[src/rtl/deb_pkg.sv]
// Shared defaults and helpers for the debounced-input event capture stage.
package deb_pkg;

    localparam int   DEB_N_CH    = 8;
    localparam int   DEB_CNT_W   = 16;
    localparam logic DEB_RST_VAL = 1'b1;

    // Bit offset of channel i inside the packed counter bus.
    function automatic int cnt_slice(input int i, input int w = DEB_CNT_W);
        return i * w;
    endfunction

endpackage

[src/rtl/deb_event_ch.sv]
// One capture channel: level history, qualified edge detect, sticky W1C status,
// saturating edge counter and its sticky overflow flag.
module deb_event_ch
    import deb_pkg::*;
#(
    parameter int   CNT_W   = DEB_CNT_W,
    parameter logic RST_VAL = DEB_RST_VAL
) (
    input  logic             clk,
    input  logic             rstn,
    input  logic             lvl,
    input  logic             rise_en,
    input  logic             fall_en,
    input  logic             clr,
    input  logic             cnt_clr,
    output logic             lvl_q,
    output logic             status,
    output logic [CNT_W-1:0] cnt,
    output logic             ovf
);

    logic rise;
    logic fall;
    logic ev;
    logic cnt_full;

    assign rise     = lvl & ~lvl_q;
    assign fall     = ~lvl & lvl_q;
    assign ev       = (rise & rise_en) | (fall & fall_en);
    assign cnt_full = &cnt;

    // NOTE: non-blocking assignments so every flop samples pre-edge values, independent of block order.
    always_ff @(posedge clk or negedge rstn) begin
        if (!rstn) begin
            lvl_q  <= RST_VAL;
            status <= 1'b0;
        end else begin
            lvl_q  <= lvl;
            // Set beats the W1C strobe so an event arriving with a clear is never lost.
            status <= ev | (status & ~clr);
        end
    end

    always_ff @(posedge clk or negedge rstn) begin
        if (!rstn) begin
            cnt <= '0;
            ovf <= 1'b0;
        end else if (cnt_clr) begin
            cnt <= {{(CNT_W-1){1'b0}}, ev};
            ovf <= 1'b0;
        end else if (ev) begin
            if (cnt_full) begin
                ovf <= 1'b1;
            end else begin
                cnt <= cnt + 1'b1;
            end
        end
    end

endmodule

[src/rtl/deb_event.sv]
// Multi-channel edge/event capture: one deb_event_ch per input plus a registered,
// maskable interrupt built from the sticky status bits.
module deb_event
    import deb_pkg::*;
#(
    parameter int   N_CH    = DEB_N_CH,
    parameter int   CNT_W   = DEB_CNT_W,
    parameter logic RST_VAL = DEB_RST_VAL
) (
    input  logic                  clk,
    input  logic                  rstn,
    input  logic [N_CH-1:0]       lvl,
    input  logic [N_CH-1:0]       rise_en,
    input  logic [N_CH-1:0]       fall_en,
    input  logic [N_CH-1:0]       irq_mask,
    input  logic [N_CH-1:0]       clr,
    input  logic [N_CH-1:0]       cnt_clr,
    output logic [N_CH-1:0]       lvl_q,
    output logic [N_CH-1:0]       status,
    output logic [N_CH*CNT_W-1:0] cnt,
    output logic [N_CH-1:0]       ovf,
    output logic                  irq
);

    for (genvar i = 0; i < N_CH; i++) begin : g_ch
        deb_event_ch #(
            .CNT_W   (CNT_W),
            .RST_VAL (RST_VAL)
        ) u_ch (
            .clk     (clk),
            .rstn    (rstn),
            .lvl     (lvl[i]),
            .rise_en (rise_en[i]),
            .fall_en (fall_en[i]),
            .clr     (clr[i]),
            .cnt_clr (cnt_clr[i]),
            .lvl_q   (lvl_q[i]),
            .status  (status[i]),
            .cnt     (cnt[cnt_slice(i, CNT_W) +: CNT_W]),
            .ovf     (ovf[i])
        );
    end

    // Built from the registered status, so irq trails the status flop by one clock.
    always_ff @(posedge clk or negedge rstn) begin
        if (!rstn) begin
            irq <= 1'b0;
        end else begin
            irq <= |(status & irq_mask);
        end
    end

endmodule

[config.mk]
export PLATFORM = sky130hd
export DESIGN_NAME = deb_event
export DESIGN_NICKNAME = d
export VERILOG_FILES = /design/src/rtl/deb_pkg.sv /design/src/rtl/deb_event_ch.sv /design/src/rtl/deb_event.sv
export SDC_FILE = /design/constraint.sdc
export NUM_CORES = 1
export LEC_CHECK = 0
export BUFFER_PORTS_ARGS = -buffer_cell sky130_fd_sc_hd__buf_2
export CORE_MARGIN = 5
export CORE_UTILIZATION = 45
export DETAILED_ROUTE_END_ITERATION = 10
export GPL_TIMING_DRIVEN = 0
export HOLD_SLACK_MARGIN = 0.15
export MAX_ROUTING_LAYER = met4
export PLACE_DENSITY = 0.72
export RECOVER_POWER = 100
export SYNTH_ARGS = -nofsm -noshare
export SYNTH_HDL_FRONTEND = slang
export SYNTH_SLANG_ARGS = --single-unit
[constraint.sdc]
create_clock -name clk -period 1.9 [get_ports clk]
set_input_delay 0.38 -clock clk [delete_from_list [all_inputs] [get_ports clk]]
set_output_delay 0.38 -clock clk [all_outputs]
set_load 0.02 [all_outputs]
==> metrics.md, run 1 <==
| Metric | Value |
|---|---|
| Post-Place Worst Slack | `-0.264 ns` |
| CTS Root Buffer Type | `clkbuf_16` |
| Via count | `7238` |
| Most used routing layer | `met2` |
| Met1 Usage GRT | `28.1%` |
| Top cell types by occurrence after synthesis | `145 x dfrtp_1, 111 x nor2_1, 55 x nand2_1` |
| Vias in the first global route | `~6800` |
| Final Hold Vio Count | `0` |
| Clk_skew | `0.00820 ns` |
| Worst vdd ir | `0.605 mV` |
| Async SR Flop Fraction | `between 90% and 100%` |
| Global route overflow | `0` |
| Min-delay worst type | `primary input to flip-flop` |
| M3 GR Usage | `5.36%` |
| Post-Synthesis Net Count | `889` |
| Total Routed Length | `21.1 mm` |
| Syn. warnings | `0` |
| Combinational share of power | `about 8.9%` |
| Starting DRT DRC Count | `357` |
| Row count | `49` |
| Met2 Use GR | `30.4%` |
| Die area | `between 20000 and 25000 um2` |
| CTS clk-pin slew, worst paths | `0.06 ns` |
| CTS Sinks | `153` |
| Top post-synthesis cells by area | `dfrtp_1 45%, xor2_1 5.8%, nor2_1 5.1%` |
| Area post-placement | `9470 um2` |
| Final HPWL DP | `14.8 mm` |
| Die Wd | `approximately 140 um` |
| Clock Latency Late Sink | `0.41 ns` |
| Synth Cell Area | `8140 um2` |
| DR DRC count | `0` |
| # setup viols final | `0` |
| Sequential fraction of the synthesis area | `47.1%` |
| Final Max Slew Viols | `0` |
| Wire per inst | `15.9 um` |
| Static Leak | `4.79 nW` |
| First-pass GRT wire length | `about 34 mm` |
| Via density | `5.44` |
| Core Region | `17900 um2` |
| Top-count cell post-synth | `dfrtp_1` |
| Unique masters post-synth | `69` |
| Worst setup SP type | `flip-flop` |
| Worst Max-Slew Pin Slew | `0.916 ns` |
| Arr. time, crit path | `2.16 ns` |
| Final WS setup | `0.0232 ns` |
| Crit end category | `flip-flop` |
| Initial antenna violation count | `0` |
| Status | `completed` |
| Synth-to-layout area growth | `31.0%` |
| Drt pass-1 iters | `4` |
| ANT nets after route | `0` |
| Min Tclk post-route | `1.88 ns` |
| Num CTS Buffers | `17` |
| Clock Path Buffers | `2` |
| Pwr dens | `around 700 nW/um2` |
| Ys flop type | `dfrtp_1` |
| Port Buffers | `195` |
| F_max | `533 MHz` |
| GR Util All Layers | `20.5%` |
| Final Cell Area | `10700 um2` |
| Hold WS | `between 0.2 and 0.25 ns` |
| Yosys top cell area share | `44.6%` |
| Power, Total | `7.69 mW` |
| Clock power frac | `a little under half` |
| WS Path Type | `flip-flop to flip-flop` |
| Area leader, netlist | `dfrtp_1` |
| RSZ-0062 raised after global routing | `yes` |
| Cell Int Power | `5.85 mW` |
| Relative max-transition margin | `38.9%` |
| Sequential power share | `44.4%` |
| Gpl congestion | `0.873` |
| Fin nets | `1147` |
| Layout Utilization | `about three fifths` |
| CTS tree | `done` |
| Num ports | `approximately 200` |
| Max_cap viols | `0` |
| Pin count of the biggest net entering global routing | `~90` |
| Sw Pwr | `1.85 mW` |
| Fraction of layout cells with a size suffix above 1 | `slightly below 30%` |
| Antenna Cells | `0` |
| Post-Synthesis Cells | `about 830` |
| Post-Synthesis Mean Instance Area | `9.80 um2` |
| Fin crit share | `98.8%` |
| Initial Utilization | `45.5%` |
| Req. time, crit path | `~2.2 ns` |
| H-tree Lvls | `4` |
| Post-synth EDFFs | `0` |
| CP Max Fanout | `4` |
| Die height | `approximately 140 um` |
| Yosys reg bits | `153` |
| Switching portion of total power | `24.0%` |
==> logic make-up (layout without fill, tap and decap cells) <==
kind of cell	after synthesis	in the layout	share of synthesized area (%)
AND/OR/NAND/NOR	393	393	26.2
flip-flops	153	153	47.1
AO/OA/AOI/OAI	123	123	11.2
XOR/XNOR	75	75	8.07
buffers and inverters	64	335	4.18
multiplexers	15	15	1.98
adder cells (fa/ha/maj)	8	8	1.23
==> flip-flops by register name (all words and copies together) (netlist names) <==
name              flops
g_ch.u_ch.lvl_q       8
g_ch.u_ch.ovf         8
g_ch.u_ch.cnt       128
irq                   1
g_ch.u_ch.status      8
==> area by class of cell <==
cell class	instances	area, um2
well taps	229	287
plain buffers	46	275
clock inverters	11	173
multi-input cells	614	4250
clock buffers	21	450
fillers	1548	7240
inverters	14	52.6
flip-flops and latches	153	3860
repair buffers	243	1320
==> path summary, 6_finish.rpt <==
path | startpoint | end | slack, ns | cells after the start
max | g_ch[6].u_ch.lvl_q | g_ch[6].u_ch.cnt[13] | 0.02 | 5
min | clr[1] | g_ch[1].u_ch.status | 0.24 | 3
max reg2reg | g_ch[6].u_ch.lvl_q | g_ch[6].u_ch.cnt[13] | 0.02 | 5
min reg2reg | g_ch[0].u_ch.ovf | g_ch[0].u_ch.ovf | 0.50 | 2
max in group asynchronous | rstn | g_ch[0].u_ch.cnt[12] | 0.23 | 3
min in group asynchronous | rstn | g_ch[5].u_ch.cnt[11] | 0.64 | 2
==> layer usage <==
metal | up-vias | wire length, um
met4 | 0 | 390
li1 | 3510 | -
met2 | 236 | 9590
met5 | - | 0
met1 | 3463 | 9440
met3 | 29 | 1720
==> power by group through the flow <==
| stage | Sequential, mW | Clock [mW] | Combinational, mW |
|---|---|---|---|
| 6_report | 3.41 | 3.59 | 0.688 |
| 5_1_grt | 3.42 | 3.84 | 0.770 |
| 4_1_cts | 3.41 | 3.69 | 0.648 |
| 3_5_place_dp | 3.48 | 0 | 0.609 |
| 3_3_place_gp | 3.48 | 0 | 0.591 |
| 2_1_floorplan | 3.52 | 0 | 0.289 |
==> worst max-delay path: stages (launching register included) <==
cell,delay [ns]
dfstp_2,0.54
nand3b_1,0.19
a2111oi_2,0.63
nand4_1,0.18
xor2_1,0.16
nor2_1,0.05
==> through the flow <==
step	TNS, ns	std cells
6_report	0	1331
5_1_grt	-1.99	1331
4_1_cts	-0.0788	1304
3_5_place_dp	-3.06	1256
3_3_place_gp	-292.46	1255
2_1_floorplan	-0.00111	831
==> cell usage in the layout (no fill, tap or decap), types with 6 or more instances in the layout <==
cell           instances
a211oi_1               9
nand4_1               41
nand3b_1              18
buf_2                144
nand3_1               40
dfrtp_1              129
nor3_1                14
or3_1                  7
a2111oi_4              6
nand2_1               51
clkbuf_16             17
mux2i_1               12
dfrtp_2               16
o21ai_0               14
xor2_1                54
or4_1                  6
nor2_1               109
and4_1                15
clkbuf_1              67
inv_1                 14
dlygate4sd3_1         12
a31oi_1                6
nor2b_1               14
buf_4                 58
and3_1                20
xnor2_1               21
o211ai_1              12
buf_1                  6
a21oi_1               30
==> what timing repair did <==
action / 4_1_cts / 5_1_grt
hold buffers: 12 / 0
buffers inserted: 5 / 30
endpoints found under the setup margin: 36 / 89
resized for setup: 16 / 59
endpoints found under the hold margin: 73 / 0
pin swaps: 6 / 24
No activity file was read; power rests on OpenSTA's default activity.
==> run 2, diff against run 1 <==
--- a/config.mk
+++ b/config.mk
@@ -9,7 +9,7 @@
 export CORE_MARGIN = 5
 export CORE_UTILIZATION = 45
 export DETAILED_ROUTE_END_ITERATION = 10
-export GPL_TIMING_DRIVEN = 0
+export GPL_TIMING_DRIVEN = 1
 export HOLD_SLACK_MARGIN = 0.15
 export MAX_ROUTING_LAYER = met4
 export PLACE_DENSITY = 0.72
==> metrics.md, run 2 (synthesis gave the netlist of run 1 again) <==
| Metric | Value |
|---|---|
| Status | `completed` |
| CTS Sinks | `153` |
| Req. time, crit path | `about 2.3 ns` |
| Pwr dens | `705 nW/um2` |
| Max reg flops | `128` |
| Worst Max-Slew Pin Slew | `1.08 ns` |
| Num CTS Buffers | `17` |
| CTS clk-pin slew, worst paths | `0.06 ns` |
| Arr. time, crit path | `2.19 ns` |
| Port Buffers | `202` |
| Final WS setup | `0.0642 ns` |
| Crit path max-delay cell type | `dfstp_2` |
| Reg2Reg Depth | `5` |
| Commonest non-fill, non-tap cells in the layout | `140 x dfrtp_1, 126 x clkbuf_1, 108 x nor2_1` |
| Switching portion of total power | `24.5%` |
| Largest reg by FF count | `g_ch.u_ch.cnt` |
| Row count | `49` |
| Final Hold Vio Count | `0` |
| Combinational share of power | `8.3%` |
| Max_cap viols | `0` |
| Gpl congestion | `0.913` |
| CP cell instances | `nand3b_1 -> a2111oi_2 -> nand3_1 -> or4_1 -> nand2_1` |
| Clk_skew | `approximately 0.011 ns` |
| Total Routed Length | `21.3 mm` |
| Crit end category | `flip-flop` |
| Die height | `145 um` |
| Drt pass-1 iters | `5` |
| Layout Utilization | `around three fifths` |
| Clock Latency Late Sink | `0.41 ns` |
| Fin nets | `roughly 1200` |
| Final Max Slew Viols | `0` |
| Min Tclk post-route | `1.84 ns` |
| Die area | `20900 um2` |
| Worst vdd ir | `0.637 mV` |
| GR Util All Layers | `20.9%` |
| Via count | `7352` |
| Global route overflow | `0` |
| Most common cell after layout, fill and taps aside | `dfrtp_1` |
| DR DRC count | `0` |
| Vias in the first global route | `slightly above 7000` |
| Hold path depth | `3` |
| WS Path Type | `flip-flop to flip-flop` |
| Starting DRT DRC Count | `333` |
| RSZ-0062 raised after global routing | `yes` |
| CP Max Fanout | `3` |
| Worst setup SP type | `flip-flop` |
| Clock Path Buffers | `2` |
| Static Leak | `4.62 nW` |
| Fin crit share | `96.6%` |
| Clock power frac | `a little under half` |
| Relative max-transition margin | `28.2%` |
| Area post-placement | `9870 um2` |
| Final HPWL DP | `15.8 mm` |
| First-pass GRT wire length | `around 35 mm` |
| Min-delay worst type | `primary input to flip-flop` |
| F_max | `between 500 and 600 MHz` |
| Pin count of the biggest net entering global routing | `43` |
| Post-Place Worst Slack | `-0.0200 ns` |
| Final Cell Area | `roughly 10000 um2` |
| Initial Utilization | `between 40 and 50%` |
| Filler cell count | `1671` |
| Initial antenna violation count | `1` |
| CTS tree | `done` |
| Core Region | `17900 um2` |
| Cell Int Power | `around 5.6 mW` |
| Hold WS | `0.229 ns` |
| Die Wd | `145 um` |
| Sw Pwr | `1.80 mW` |
| Setup Total Neg Slack | `0 ns` |
| Wire per inst | `15.8 um` |
| Synth-to-layout area growth | `28.2%` |
| Sequential power share | `between 40% and 50%` |
| Max incr delay on CP | `0.54 ns` |
| ANT nets after route | `0` |
| Num ports | `203` |
| # setup viols final | `0` |
| Via density | `5.45` |
| H-tree Lvls | `4` |
| CTS Root Buffer Type | `clkbuf_16` |
| Fraction of layout cells with a size suffix above 1 | `22.0%` |
## run 2: changes by cell type in the layout (fill, tap and decap cells not counted), moves of 6 or more
cell,change
buf_2,-63
buf_1,-6
buf_4,+24
dfrtp_2,-11
clkbuf_1,+59
dfrtp_1,+11
a211oi_1,+6
## run 2: critical path, delay by kind of cell (launching register included)
kind / cells / cell delay (ns)
compound gates: 1 / 0.47
flops: 1 / 0.54
simple gates: 4 / 0.77
## run 2: metal layers
layer | up-vias | wire length, um | GRT usage, %
met5 | - | 0 | -
met4 | 0 | 267 | 5.06
met3 | 19 | 1430 | 4.79
met2 | 224 | 9960 | 32.1
met1 | 3560 | 9660 | 28.3
li1 | 3549 | - | -
## run 2: final timing paths
| path | from | end | slack (ns) |
|---|---|---|---|
| worst max-delay path | g_ch[3].u_ch.lvl_q | g_ch[3].u_ch.cnt[13] | 0.06 |
| worst min-delay path | irq_mask[7] | irq | 0.23 |
| worst max register to register | g_ch[3].u_ch.lvl_q | g_ch[3].u_ch.cnt[13] | 0.06 |
| worst min register to register | g_ch[6].u_ch.ovf | g_ch[6].u_ch.ovf | 0.50 |
| max in group asynchronous | rstn | g_ch[3].u_ch.lvl_q | 0.23 |
| min in group asynchronous | rstn | g_ch[5].u_ch.cnt[9] | 0.68 |
## run 2: per-stage QoR
| step | total power, mW | std cells |
|---|---|---|
| 2_1_floorplan | 3.81 | 831 |
| 3_3_place_gp | 4.08 | 1299 |
| 3_5_place_dp | 4.09 | 1299 |
| 4_1_cts | 7.49 | 1343 |
| 5_1_grt | 7.68 | 1346 |
| 6_report | 7.35 | 1348 |
## run 2: repair_timing
item                                   4_1_cts  5_1_grt
resized for setup                            0       11
hold buffers                                12        0
setup endpoints to repair                    0       29
buffers inserted                             0        2
endpoints found under the hold margin       47        0
## run 2: cell type report
class	count	area [um2]	area share (%)
inverter	14	52.6	0.504
sequential	153	3840	36.9
timing repair buffer	303	1650	15.8
clock buffer	21	460	4.41
multi-input combinational	614	4010	38.5
clock inverter	11	123	1.18
antenna	3	7.51	0.0720
tap	229	287	2.75
## run 2: power by group through the flow
stage	Sequential, mW	Combinational (mW)	Clock (mW)
after CTS	3.41	0.652	3.44
after detailed placement	3.46	0.630	0
after floorplan	3.52	0.289	0
after global routing	3.42	0.686	3.58
final	3.41	0.612	3.34
after global placement	3.46	0.616	0
